## src/rtl/pipe_hazard_ctrl_pkg.sv

```systemverilog
// Shared definitions for the pipeline stall/flush sequencer.
package pipe_hazard_ctrl_pkg;

    // Register-file address width (x0..x31)
    localparam int REG_ADDR_W = 5;

    // Width of the flush down-counter; covers FLUSH_CYCLES up to 7
    localparam int FL_W = 3;

    // Bubble instruction loaded by a flushed pipeline register: ADDI x0,x0,0
    localparam logic [31:0] NOP_INSTR = 32'h0000_0013;

    // Sequencer states
    typedef enum logic [1:0] {
        ST_RUN      = 2'd0,
        ST_FLUSH    = 2'd1,
        ST_DRAIN    = 2'd2,
        ST_MEM_WAIT = 2'd3
    } hz_state_e;

endpackage

```

## src/rtl/pipe_hazard_ctrl_sat_counter.sv

```systemverilog
// Saturating event counter with asynchronous active-low clear.
module hazard_sat_counter #(
    parameter int CNT_W = 32
) (
    input  logic             clk,
    input  logic             rst_n,
    input  logic             inc,
    output logic [CNT_W-1:0] count
);

    localparam logic [CNT_W-1:0] ONE = {{(CNT_W-1){1'b0}}, 1'b1};

    // Count events, sticking at all-ones instead of wrapping
    always_ff @(posedge clk or negedge rst_n) begin
        if (!rst_n) begin
            count <= '0;
        end else if (inc && (count != '1)) begin
            count <= count + ONE;
        end
    end

endmodule

```

## src/rtl/pipe_hazard_ctrl.sv

```systemverilog
// Central stall/flush sequencer for the 5-stage pipeline.
module pipe_hazard_ctrl
    import pipe_hazard_ctrl_pkg::*;
#(
    parameter int FLUSH_CYCLES = 2,
    parameter int CNT_W        = 32
) (
    input  logic                  clk_in,
    input  logic                  rst_in,
    input  logic                  rdy_in,
    input  logic [REG_ADDR_W-1:0] id_r1_addr,
    input  logic [REG_ADDR_W-1:0] id_r2_addr,
    input  logic                  id_r1_used,
    input  logic                  id_r2_used,
    input  logic                  ex_is_load,
    input  logic [REG_ADDR_W-1:0] ex_rd_addr,
    input  logic                  if_busy,
    input  logic                  mem_busy,
    input  logic                  ex_redirect,
    output logic                  stall_if,
    output logic                  stall_id,
    output logic                  stall_ex,
    output logic                  stall_mem,
    output logic                  flush_id,
    output logic                  flush_ex,
    output logic [CNT_W-1:0]      stall_cnt,
    output logic [CNT_W-1:0]      flush_cnt
);

    // The redirect cycle itself is the first flush cycle
    localparam logic [FL_W-1:0] FL_LOAD = FL_W'(FLUSH_CYCLES - 1);

    hz_state_e       state, state_nx, saved_state, saved_state_nx, cur_state;
    logic [FL_W-1:0] fl_left, fl_left_nx, saved_fl, saved_fl_nx, cur_fl;
    logic            discard, discard_nx;
    logic            pend_redir, pend_redir_nx;
    logic            load_use;
    logic            redir_take;

    // RAW on a load result that MEM-stage forwarding cannot yet supply; x0 never hazards
    assign load_use = ex_is_load && (ex_rd_addr != '0) &&
                      ((id_r1_used && (id_r1_addr == ex_rd_addr)) ||
                       (id_r2_used && (id_r2_addr == ex_rd_addr)));

    // Leaving MEM_WAIT resumes the remembered state in the same cycle
    always_comb begin
        cur_state = state;
        cur_fl    = fl_left;
        if (state == ST_MEM_WAIT) begin
            cur_state = saved_state;
            cur_fl    = saved_fl;
        end
    end

    // Priority-ordered stall/flush decode and next-state logic
    always_comb begin
        stall_if       = 1'b0;
        stall_id       = 1'b0;
        stall_ex       = 1'b0;
        stall_mem      = 1'b0;
        flush_id       = 1'b0;
        flush_ex       = 1'b0;
        redir_take     = 1'b0;
        state_nx       = state;
        fl_left_nx     = fl_left;
        discard_nx     = discard;
        pend_redir_nx  = pend_redir;
        saved_state_nx = saved_state;
        saved_fl_nx    = saved_fl;

        if (!rdy_in) begin
            stall_if  = 1'b1;
            stall_id  = 1'b1;
            stall_ex  = 1'b1;
            stall_mem = 1'b1;
        end else if (mem_busy) begin
            stall_if  = 1'b1;
            stall_id  = 1'b1;
            stall_ex  = 1'b1;
            stall_mem = 1'b1;
            state_nx  = ST_MEM_WAIT;
            if (state != ST_MEM_WAIT) begin
                saved_state_nx = state;
                saved_fl_nx    = fl_left;
            end
            if (ex_redirect) begin
                pend_redir_nx = 1'b1;
            end
        end else if (ex_redirect || pend_redir) begin
            flush_id      = 1'b1;
            flush_ex      = 1'b1;
            redir_take    = 1'b1;
            fl_left_nx    = FL_LOAD;
            discard_nx    = discard | if_busy;
            pend_redir_nx = 1'b0;
            if (FLUSH_CYCLES > 1) begin
                state_nx = ST_FLUSH;
            end else if (discard_nx) begin
                state_nx = ST_DRAIN;
            end else begin
                state_nx = ST_RUN;
            end
        end else begin
            case (cur_state)
                ST_RUN: begin
                    state_nx = ST_RUN;
                    if (load_use) begin
                        stall_if = 1'b1;
                        stall_id = 1'b1;
                        flush_ex = 1'b1;
                    end else if (if_busy) begin
                        stall_if = 1'b1;
                        flush_id = 1'b1;
                    end
                end
                ST_FLUSH: begin
                    flush_id   = 1'b1;
                    flush_ex   = 1'b1;
                    fl_left_nx = cur_fl - 1'b1;
                    if (cur_fl <= 1) begin
                        state_nx = discard ? ST_DRAIN : ST_RUN;
                    end else begin
                        state_nx = ST_FLUSH;
                    end
                end
                ST_DRAIN: begin
                    stall_if = 1'b1;
                    flush_id = 1'b1;
                    state_nx = ST_DRAIN;
                    if (!if_busy) begin
                        discard_nx = 1'b0;
                        state_nx   = ST_RUN;
                    end
                end
                default: begin
                    state_nx = ST_RUN;
                end
            endcase
        end
    end

    // Sequencer state, flush count and flags
    always_ff @(posedge clk_in or negedge rst_in) begin
        if (!rst_in) begin
            state       <= ST_RUN;
            fl_left     <= '0;
            discard     <= 1'b0;
            pend_redir  <= 1'b0;
            saved_state <= ST_RUN;
            saved_fl    <= '0;
        end else begin
            state       <= state_nx;
            fl_left     <= fl_left_nx;
            discard     <= discard_nx;
            pend_redir  <= pend_redir_nx;
            saved_state <= saved_state_nx;
            saved_fl    <= saved_fl_nx;
        end
    end

    hazard_sat_counter #(.CNT_W(CNT_W)) u_stall_cnt (
        .clk   (clk_in),
        .rst_n (rst_in),
        .inc   (stall_id & rdy_in),
        .count (stall_cnt)
    );

    hazard_sat_counter #(.CNT_W(CNT_W)) u_flush_cnt (
        .clk   (clk_in),
        .rst_n (rst_in),
        .inc   (redir_take),
        .count (flush_cnt)
    );

endmodule
```

## config.mk

```make
export PLATFORM = sky130hd
export DESIGN_NAME = pipe_hazard_ctrl
export DESIGN_NICKNAME = d
export VERILOG_FILES = /design/src/rtl/pipe_hazard_ctrl_pkg.sv /design/src/rtl/pipe_hazard_ctrl_sat_counter.sv /design/src/rtl/pipe_hazard_ctrl.sv
export SDC_FILE = /design/constraint.sdc
export NUM_CORES = 1
export LEC_CHECK = 0
export ABC_AREA = 1
export CORE_ASPECT_RATIO = 1.2
export CORE_UTILIZATION = 49
export CTS_CLUSTER_SIZE = 25
export DETAILED_ROUTE_END_ITERATION = 8
export HOLD_SLACK_MARGIN = 0.08
export PLACE_DENSITY_LB_ADDON = 0.05
export SETUP_SLACK_MARGIN = 0.2
export SLEW_MARGIN = 20
export SYNTH_ARGS = -nofsm -noshare
export SYNTH_HDL_FRONTEND = slang
export SYNTH_SLANG_ARGS = --single-unit
```

## constraint.sdc

```tcl
create_clock -name clk_in -period 1.6 [get_ports clk_in]
set_input_delay 0.32 -clock clk_in [delete_from_list [all_inputs] [get_ports clk_in]]
set_output_delay 0.32 -clock clk_in [all_outputs]
set_load 0.005 [all_outputs]
```

==> results of run 1 <==
-- through the flow --
stage | std cells | utilization (%) | TNS, ps | setup slack (ps) | cell area (µm²)
global placement | 1147 | 72.6 | -35310 | -900 | 7640
CTS | 1259 | 89.4 | -15010 | -383 | 9400
floorplan | 789 | - | -926 | -100 | 5430
detailed placement | 1147 | 72.6 | -39180 | -1060 | 7640
-- layer usage --
| metal | overflow | track usage (%) |
|---|---|---|
| met5 | 0 | 2.99 |
| met4 | 12 | 85.7 |
| met3 | 0 | 49.9 |
| met2 | 10 | 97.0 |
| met1 | 0 | 72.6 |
-- logic make-up after synthesis --
kind of cell             Yosys count  synth area share [%]
AND/OR/NAND/NOR                  492                  41.3
adder cells (fa/ha/maj)            8                  1.89
buffers and inverters            133                  10.4
multiplexers                       1                 0.212
XOR/XNOR                          36                  5.95
AO/OA/AOI/OAI                     43                  4.37
flip-flops                        76                  35.9
-- timing repair --
item | CTS
setup buffers | 83
gates resized for setup | 409
hold buffers | 1
endpoints found under the hold margin | 25
endpoints found under the setup margin | 143
cloned | 12
pin swaps | 50
==> results_dict.tcl, run 1 <==
set metrics [dict create \
    synth_most_common_cell "nand2_1" \
    yosys_warnings 0 \
    synth-seq-area-share_pct 35.9 \
    cts_max_path_buffers 2 \
    syn_avg_cell_area_um2 6.72 \
    ys_ff_latch 76 \
    synth_cell_types 35 \
    start_util_pct 50.4 \
    syn_nets 821 \
    endpoint_type "output port" \
    synthCells 789 \
    grt_max_degree 53 \
    clock_sinks 76 \
    failing_step "5_1_grt" \
    io_pins 94 \
    synthDominantAreaCellType "dfrtp_1" \
    cts_buffers 9 \
    gp_routability_congestion 0.924 \
    synth.area.top_cells "dfrtp_1, nand2_1, inv_1" \
    overflow 22 \
    crit_endpoint "flush_id" \
    synth_top_area_share_pct 35.9 \
    tool.error "[ERROR GRT-0232] Routing congestion too high. Check the congestion heatmap in the GUI." \
    synthArstFlopShare_pct 100 \
    synthTopCellsByCount "nand2_1, inv_1, dfrtp_1" \
    cts-root-buf "clkbuf_16" \
    num_rows 41 \
    io_buffers 93 \
    cts_max_level 3 \
    synthFlopType "dfrtp_1" \
    status "aborted with a tool error" \
    grtUsageTotal_pct 74.1 \
    chipHeight_um 116 \
    dieWidth_um 97.0 \
    synth_edf_count 0 \
    syn_area_um2 5300 \
    dp_hpwl_mm 12.4 \
]
==> inputs of run 2 (changes only) <==
--- a/config.mk
+++ b/config.mk
@@ -6,13 +6,9 @@
 export NUM_CORES = 1
 export LEC_CHECK = 0
 export ABC_AREA = 1
-export CORE_ASPECT_RATIO = 1.2
-export CORE_UTILIZATION = 49
-export CTS_CLUSTER_SIZE = 25
+export CORE_UTILIZATION = 40
 export DETAILED_ROUTE_END_ITERATION = 8
-export HOLD_SLACK_MARGIN = 0.08
-export PLACE_DENSITY_LB_ADDON = 0.05
-export SETUP_SLACK_MARGIN = 0.2
+export PLACE_DENSITY_LB_ADDON = 0.15
 export SLEW_MARGIN = 20
 export SYNTH_ARGS = -nofsm -noshare
 export SYNTH_HDL_FRONTEND = slang
==> constraint.sdc (replaced) <==
create_clock -name clk_in -period 2.08 [get_ports clk_in]
set_input_delay 0.416 -clock clk_in [delete_from_list [all_inputs] [get_ports clk_in]]
set_output_delay 0.416 -clock clk_in [all_outputs]
set_load 0.005 [all_outputs]
==> results_dict.tcl, run 2 <==
set metrics [dict create \
    num_rows 41 \
    cts_tree "yes" \
    vias_per_cell 5.05 \
    gp_routability_congestion 0.936 \
    drt_iter0_markers 434 \
    synth-seq-area-share_pct 35.9 \
    reg.largest.list "u_flush_cnt.count: 32 flops, u_stall_cnt.count: 32 flops" \
    finalHoldViolations 0 \
    dp_hpwl_mm 11.2 \
    worstMarginPinSlew_ps 619 \
    fmax_ghz 0.482 \
    avgRoutedWirePerCell_um 14.0 \
    die_area_um2 13700 \
    start_util_pct 41.5 \
    synthDominantAreaCellType "dfrtp_1" \
    cts_max_level 3 \
    route.detailed.drc 0 \
    hold_class "in -> async" \
    setup_viol 0 \
    syn_area_um2 5300 \
    coreArea_um2 12800 \
    relSlewSlack_pct 58.7 \
    overflow 0 \
    max_cap_viol_count 0 \
    syn_nets 821 \
    multi_input_area_um2 2990 \
    grt_max_degree 52 \
    grt_setup_unrepaired "yes" \
    crit_arrival_ps 1660 \
    ir_worst_vdd_uv 430 \
    seq_power_share_pct 37.5 \
    combinationalPowerShare_pct 27.7 \
    crit_fanout 3 \
    required_ps 1660 \
    clock_sinks 76 \
    io_buffers 93 \
    io_pins 94 \
    finClkSkew_ps 7.32 \
    synthArstFlopShare_pct 100 \
    p_leak_nw 3.54 \
    final_cell_mix "nand2_1, inv_1, dfrtp_1" \
    synth.area.top_cells "dfrtp_1, nand2_1, inv_1" \
    clk_latency_ps 350 \
    final_nets 973 \
    grtUsageTotal_pct 24.0 \
    synthTopCellsByCount "nand2_1, inv_1, dfrtp_1" \
    final.period_utilization_pct 99.8 \
    ys_ff_latch 76 \
    cts_max_path_buffers 2 \
    ant_nets 0 \
    routed_wl_mm 15.7 \
    internal_power_mw 3.38 \
    yosys_warnings 0 \
    final_cells 1118 \
    pwr_density_cell_nw_per_um2 671 \
    status "complete, no violations" \
    crit_type "reg -> out" \
    final_common_cell "nand2_1" \
    grt_pass1_vias 5329 \
    clkTransAtPathRegs_ps 60 \
    dieWidth_um 117 \
    syn_avg_cell_area_um2 6.72 \
    synthCells 789 \
    synthFlopType "dfrtp_1" \
    synth_edf_count 0 \
    fill_cells 1202 \
    clkPwrFrac_pct 34.8 \
    switching_share_pct 31.1 \
    dr.pass1.iters 7 \
    finalPower_mw 4.91 \
    end_kind "primary output" \
    layout_min_cycle_time_ps 2070 \
    grt_first_pass_wirelength_mm 25.5 \
    maxSlewViolCount 0 \
    switchingPower_mw 1.53 \
    ff_latch_area_um2 1900 \
    cts-root-buf "clkbuf_16" \
    dp.cells 1085 \
    vias 5650 \
    chipHeight_um 117 \
    synth_top_area_share_pct 35.9 \
    cts_buffers 9 \
    antenna_found_initial 0 \
    drive_gt1_share_pct 14.5 \
    area_delta_synth_final_pct 37.9 \
    synth_most_common_cell "nand2_1" \
    synth_cell_types 35 \
    startpoint_type "register" \
    n_antenna_cell 0 \
]
-- run 2: cell counts after synthesis --
No cell type changed its count.
-- run 2: per-stage QoR --
step / TNS (ps) / util (%) / hold WS [ps] / cell area [µm²] / setup slack [ps]
global route: -338 / 57.3 / 130 / 7310 / -108
CTS: -13.3 / 56.6 / 103 / 7230 / -8.00
detailed placement: -13830 / 52.7 / 477 / 6730 / -661
global placement: -12640 / 52.7 / 467 / 6730 / -608
floorplan: 0 / - / 120 / 5300 / 374
finish: 0 / 57.3 / 80.3 / 7310 / 5.09
-- run 2: power by group through the flow --
stage          sequential (mW)  combinational (mW)  clock, mW
2_1_floorplan             1.85               0.605          0
3_3_place_gp              1.86                1.17          0
3_5_place_dp              1.87                1.20          0
4_1_cts                   1.84                1.29       1.73
5_1_grt                   1.87                1.51       1.79
6_report                  1.84                1.36       1.71
-- run 2: logic make-up (layout without fill, tap and decap cells) --
group           count (synthesis)  after routing  share of synthesized area (%)
xor+xnor                       36             36                           5.95
buf+inv                       133            288                           10.4
fa+ha+maj                       8              8                           1.89
simple gates                  492            494                           41.3
flops                          76             76                           35.9
mux                             1              1                          0.212
compound gates                 43             43                           4.37
-- run 2: worst max-delay path, cell delays in order, from the launching register on --
cell and delay, ps:
dfrtp_1 410, a21oi_2 220, buf_4 170, ha_4 130, inv_2 40, nor2_2 90
nor2_2 60, o21ai_1 80, buf_2 130
-- run 2: repair_timing --
action | 4_1_cts | 5_1_grt
endpoints found under the hold margin | 0 | 0
endpoints found under the setup margin | 17 | 47
hold buffers | 0 | 0
buffers inserted | 11 | 6
cloned | 4 | 0
pin swaps | 20 | 14
resized for setup | 55 | 28
-- run 2: per-layer routing --
| layer | GRT usage (%) | vias up | part of all wire [%] |
|---|---|---|---|
| met5 | 0 | - | 0 |
| li1 | - | 2814 | - |
| met2 | 37.9 | 165 | 47 |
| met3 | 4.07 | 25 | 5.1 |
| met4 | 10.6 | 0 | 2.1 |
| met1 | 32.5 | 2646 | 46 |
-- run 2: final cells by class --
| type | count | share of cell area [%] |
|---|---|---|
| timing repair buffer | 158 | 19.9 |
| multi-input combinational | 582 | 40.9 |
| inverter | 114 | 5.92 |
| tap | 172 | 2.94 |
| sequential | 76 | 26.0 |
| clock inverter | 7 | 1.25 |
| clock buffer | 9 | 3.08 |
-- run 2: final timing paths --
kind | startpoint | end | slack, ps | depth (start not counted)
hold / removal | rst_in | pend_redir | 80 | 1
max in group asynchronous | rst_in | u_stall_cnt.count[10] | 1390 | 2
setup / recovery | state[1] | flush_ex | 5 | 8
min in group clk_in | rdy_in | state[0] | 390 | 3
setup reg to reg | state[0] | u_stall_cnt.count[4] | 120 | 12
hold reg to reg | saved_state[0] | saved_state[0] | 500 | 2
Power figures use the tool's default switching activity.
==> inputs of run 3 (changes only) <==
--- a/config.mk
+++ b/config.mk
@@ -9,6 +9,7 @@
 export CORE_UTILIZATION = 40
 export DETAILED_ROUTE_END_ITERATION = 8
 export PLACE_DENSITY_LB_ADDON = 0.15
+export SKIP_LAST_GASP = 1
 export SLEW_MARGIN = 20
 export SYNTH_ARGS = -nofsm -noshare
 export SYNTH_HDL_FRONTEND = slang
==> constraint.sdc (replaced) <==
create_clock -name clk_in -period 1.8 [get_ports clk_in]
set_input_delay 0.36 -clock clk_in [delete_from_list [all_inputs] [get_ports clk_in]]
set_output_delay 0.36 -clock clk_in [all_outputs]
set_load 0.005 [all_outputs]
==> results_dict.tcl, run 3 (synthesis results as in run 2) <==
set metrics [dict create \
    pwr_density_cell_nw_per_um2 718 \
    io_buffers 93 \
    setup_viol 13 \
    layout_min_cycle_time_ps 2010 \
    vias 6136 \
    cts_max_path_buffers 2 \
    dr.pass1.iters 5 \
    coreArea_um2 12800 \
    dieWidth_um 117 \
    start_util_pct 41.5 \
    reg.largest.list "u_flush_cnt.count: 32 flops, u_stall_cnt.count: 32 flops" \
    finClkSkew_ps 7.95 \
    grt_setup_unrepaired "yes" \
    gp_routability_congestion 0.932 \
    area_delta_synth_final_pct 57.2 \
    antenna_found_initial 0 \
    cts-root-buf "clkbuf_16" \
    avgRoutedWirePerCell_um 14.8 \
    crit_arrival_ps 1650 \
    clk_latency_ps 350 \
    cts_buffers 9 \
    final_cells 1202 \
    worstMarginPinSlew_ps 688 \
    finalPower_mw 5.99 \
    cts_max_level 3 \
    startpoint_type "register" \
    route.detailed.drc 0 \
    relSlewSlack_pct 54.1 \
    clock_sinks 76 \
    drive_gt1_share_pct 27.8 \
    final_common_cell "nand2_1" \
    final.period_utilization_pct 111 \
    final_nets 1057 \
    routed_wl_mm 17.8 \
    crit_path_max_incr_delay_ps 390 \
    violations "negative hold slack, negative setup slack" \
    required_ps 1440 \
    clkTransAtPathRegs_ps 60 \
    n_antenna_cell 0 \
    io_pins 94 \
    maxSlewViolCount 0 \
    p_leak_nw 4.07 \
    final_cell_mix "nand2_1, buf_4, inv_1" \
    grt_pass1_vias 5708 \
    grtUsageTotal_pct 25.2 \
    crit_type "reg -> out" \
    cp_cell_sequence "inv_2 -> o21ai_1 -> buf_4 -> ha_4 -> inv_2 -> nor2_2 -> nor2_2 -> o21ai_1 -> buf_2" \
    end_kind "primary output" \
    max_cap_viol_count 0 \
    vias_per_cell 5.10 \
    cts_tree "yes" \
    dp_hpwl_mm 11.8 \
    crit_fanout 4 \
    hold_class "in -> async" \
    dp.cells 1139 \
    worst_slack_ps -206 \
    fill_cells 1081 \
    ir_worst_vdd_uv 554 \
    critical_path.startpoint "state[0]" \
    grt_first_pass_wirelength_mm 26.6 \
    finalSetupTns_ps -806 \
    pre_cts_slack_ps -828 \
    chipHeight_um 117 \
    num_rows 41 \
    whs_ps -7.84 \
    r2r_start "u_stall_cnt.count[0]" \
    finalHoldViolations 25 \
    holdBufCountCts 0 \
    die_area_um2 13700 \
    drt_iter0_markers 434 \
    fmax_ghz 0.499 \
    grt_max_degree 52 \
    ant_nets 0 \
    overflow 0 \
    status "finished with violations" \
    critical-path-slowest-cell "dfrtp_1" \
]
run 3: cell types whose count changed in the layout (fill, tap and decap cells not counted), moves of 7 or more:
cell / change
nand3_1: -14
nand2_2: +18
buf_4: +58
nor2_1: -8
nand3_2: +14
o21ai_0: -7
o21ai_2: +9
inv_2: +7
inv_1: -8
nor2_2: +7
nand2_1: -23
buf_6: +16
run 3: what timing repair did:
item / CTS / global route
gates cloned: 3 / 10
pin swaps: 40 / 64
endpoints found under the setup margin: 40 / 75
resized for setup: 70 / 120
buffers inserted: 14 / 23
run 3: layout make-up:
type	instances	area [µm²]	area share, %
multi-input cells	584	3260	39.1
flip-flops and latches	76	1910	22.9
well taps	172	215	2.58
clock buffers	10	229	2.75
clock inverters	6	55.1	0.660
inverters	114	435	5.22
repair buffers	240	2240	26.8
run 3: worst paths after layout:
path                       cells after the start  slack, ps                     to
setup / recovery                               9       -210               flush_ex
hold / removal                                 1         -8             pend_redir
setup reg to reg                              10        -20  u_stall_cnt.count[24]
hold reg to reg                                2        490            saved_fl[2]
max in group asynchronous                      2       1230  u_stall_cnt.count[17]
min in group clk_in                            4        420               state[0]
run 3: where the power goes:
| part | leakage (nW) | internal, mW | switching [mW] |
|---|---|---|---|
| clock network | 0.146 | 1.06 | 0.723 |
| registers | 1.01 | 1.92 | 0.182 |
| logic | 2.92 | 1.08 | 1.01 |
| total | 4.07 | 4.07 | 1.92 |
run 3: critical path, delay by kind of cell, from the launching register on:
family          cells  cell delay, ps
compound gates      2             150
simple gates        2             150
fa+ha+maj           1             160
flops               1             390
buf+inv             4             430
run 3: metrics by stage:
stage                     utilization (%)  instance area (µm²)  hold WS, ps
after floorplan                         -                 5300         64.4
after global placement               56.0                 7150          356
after detailed placement             56.0                 7150          370
after CTS                            59.9                 7650        0.341
after global routing                 65.3                 8340         11.7
final                                65.3                 8340        -7.84
run 3: per-layer routing:
metal	up-vias	global-route usage, %	routed length (µm)
met4	0	8.35	416
met5	-	0	0
met1	2899	34.0	7800
met2	209	40.9	8580
li1	2984	-	-
met3	44	4.58	1020
==> inputs of run 4 (changes only) <==
--- a/config.mk
+++ b/config.mk
@@ -6,6 +6,7 @@
 export NUM_CORES = 1
 export LEC_CHECK = 0
 export ABC_AREA = 1
+export CAP_MARGIN = 20
 export CORE_UTILIZATION = 40
 export DETAILED_ROUTE_END_ITERATION = 8
 export PLACE_DENSITY_LB_ADDON = 0.15
==> results of run 4 <==
The final DEF is identical to that of run 3; final timing and power are the same.
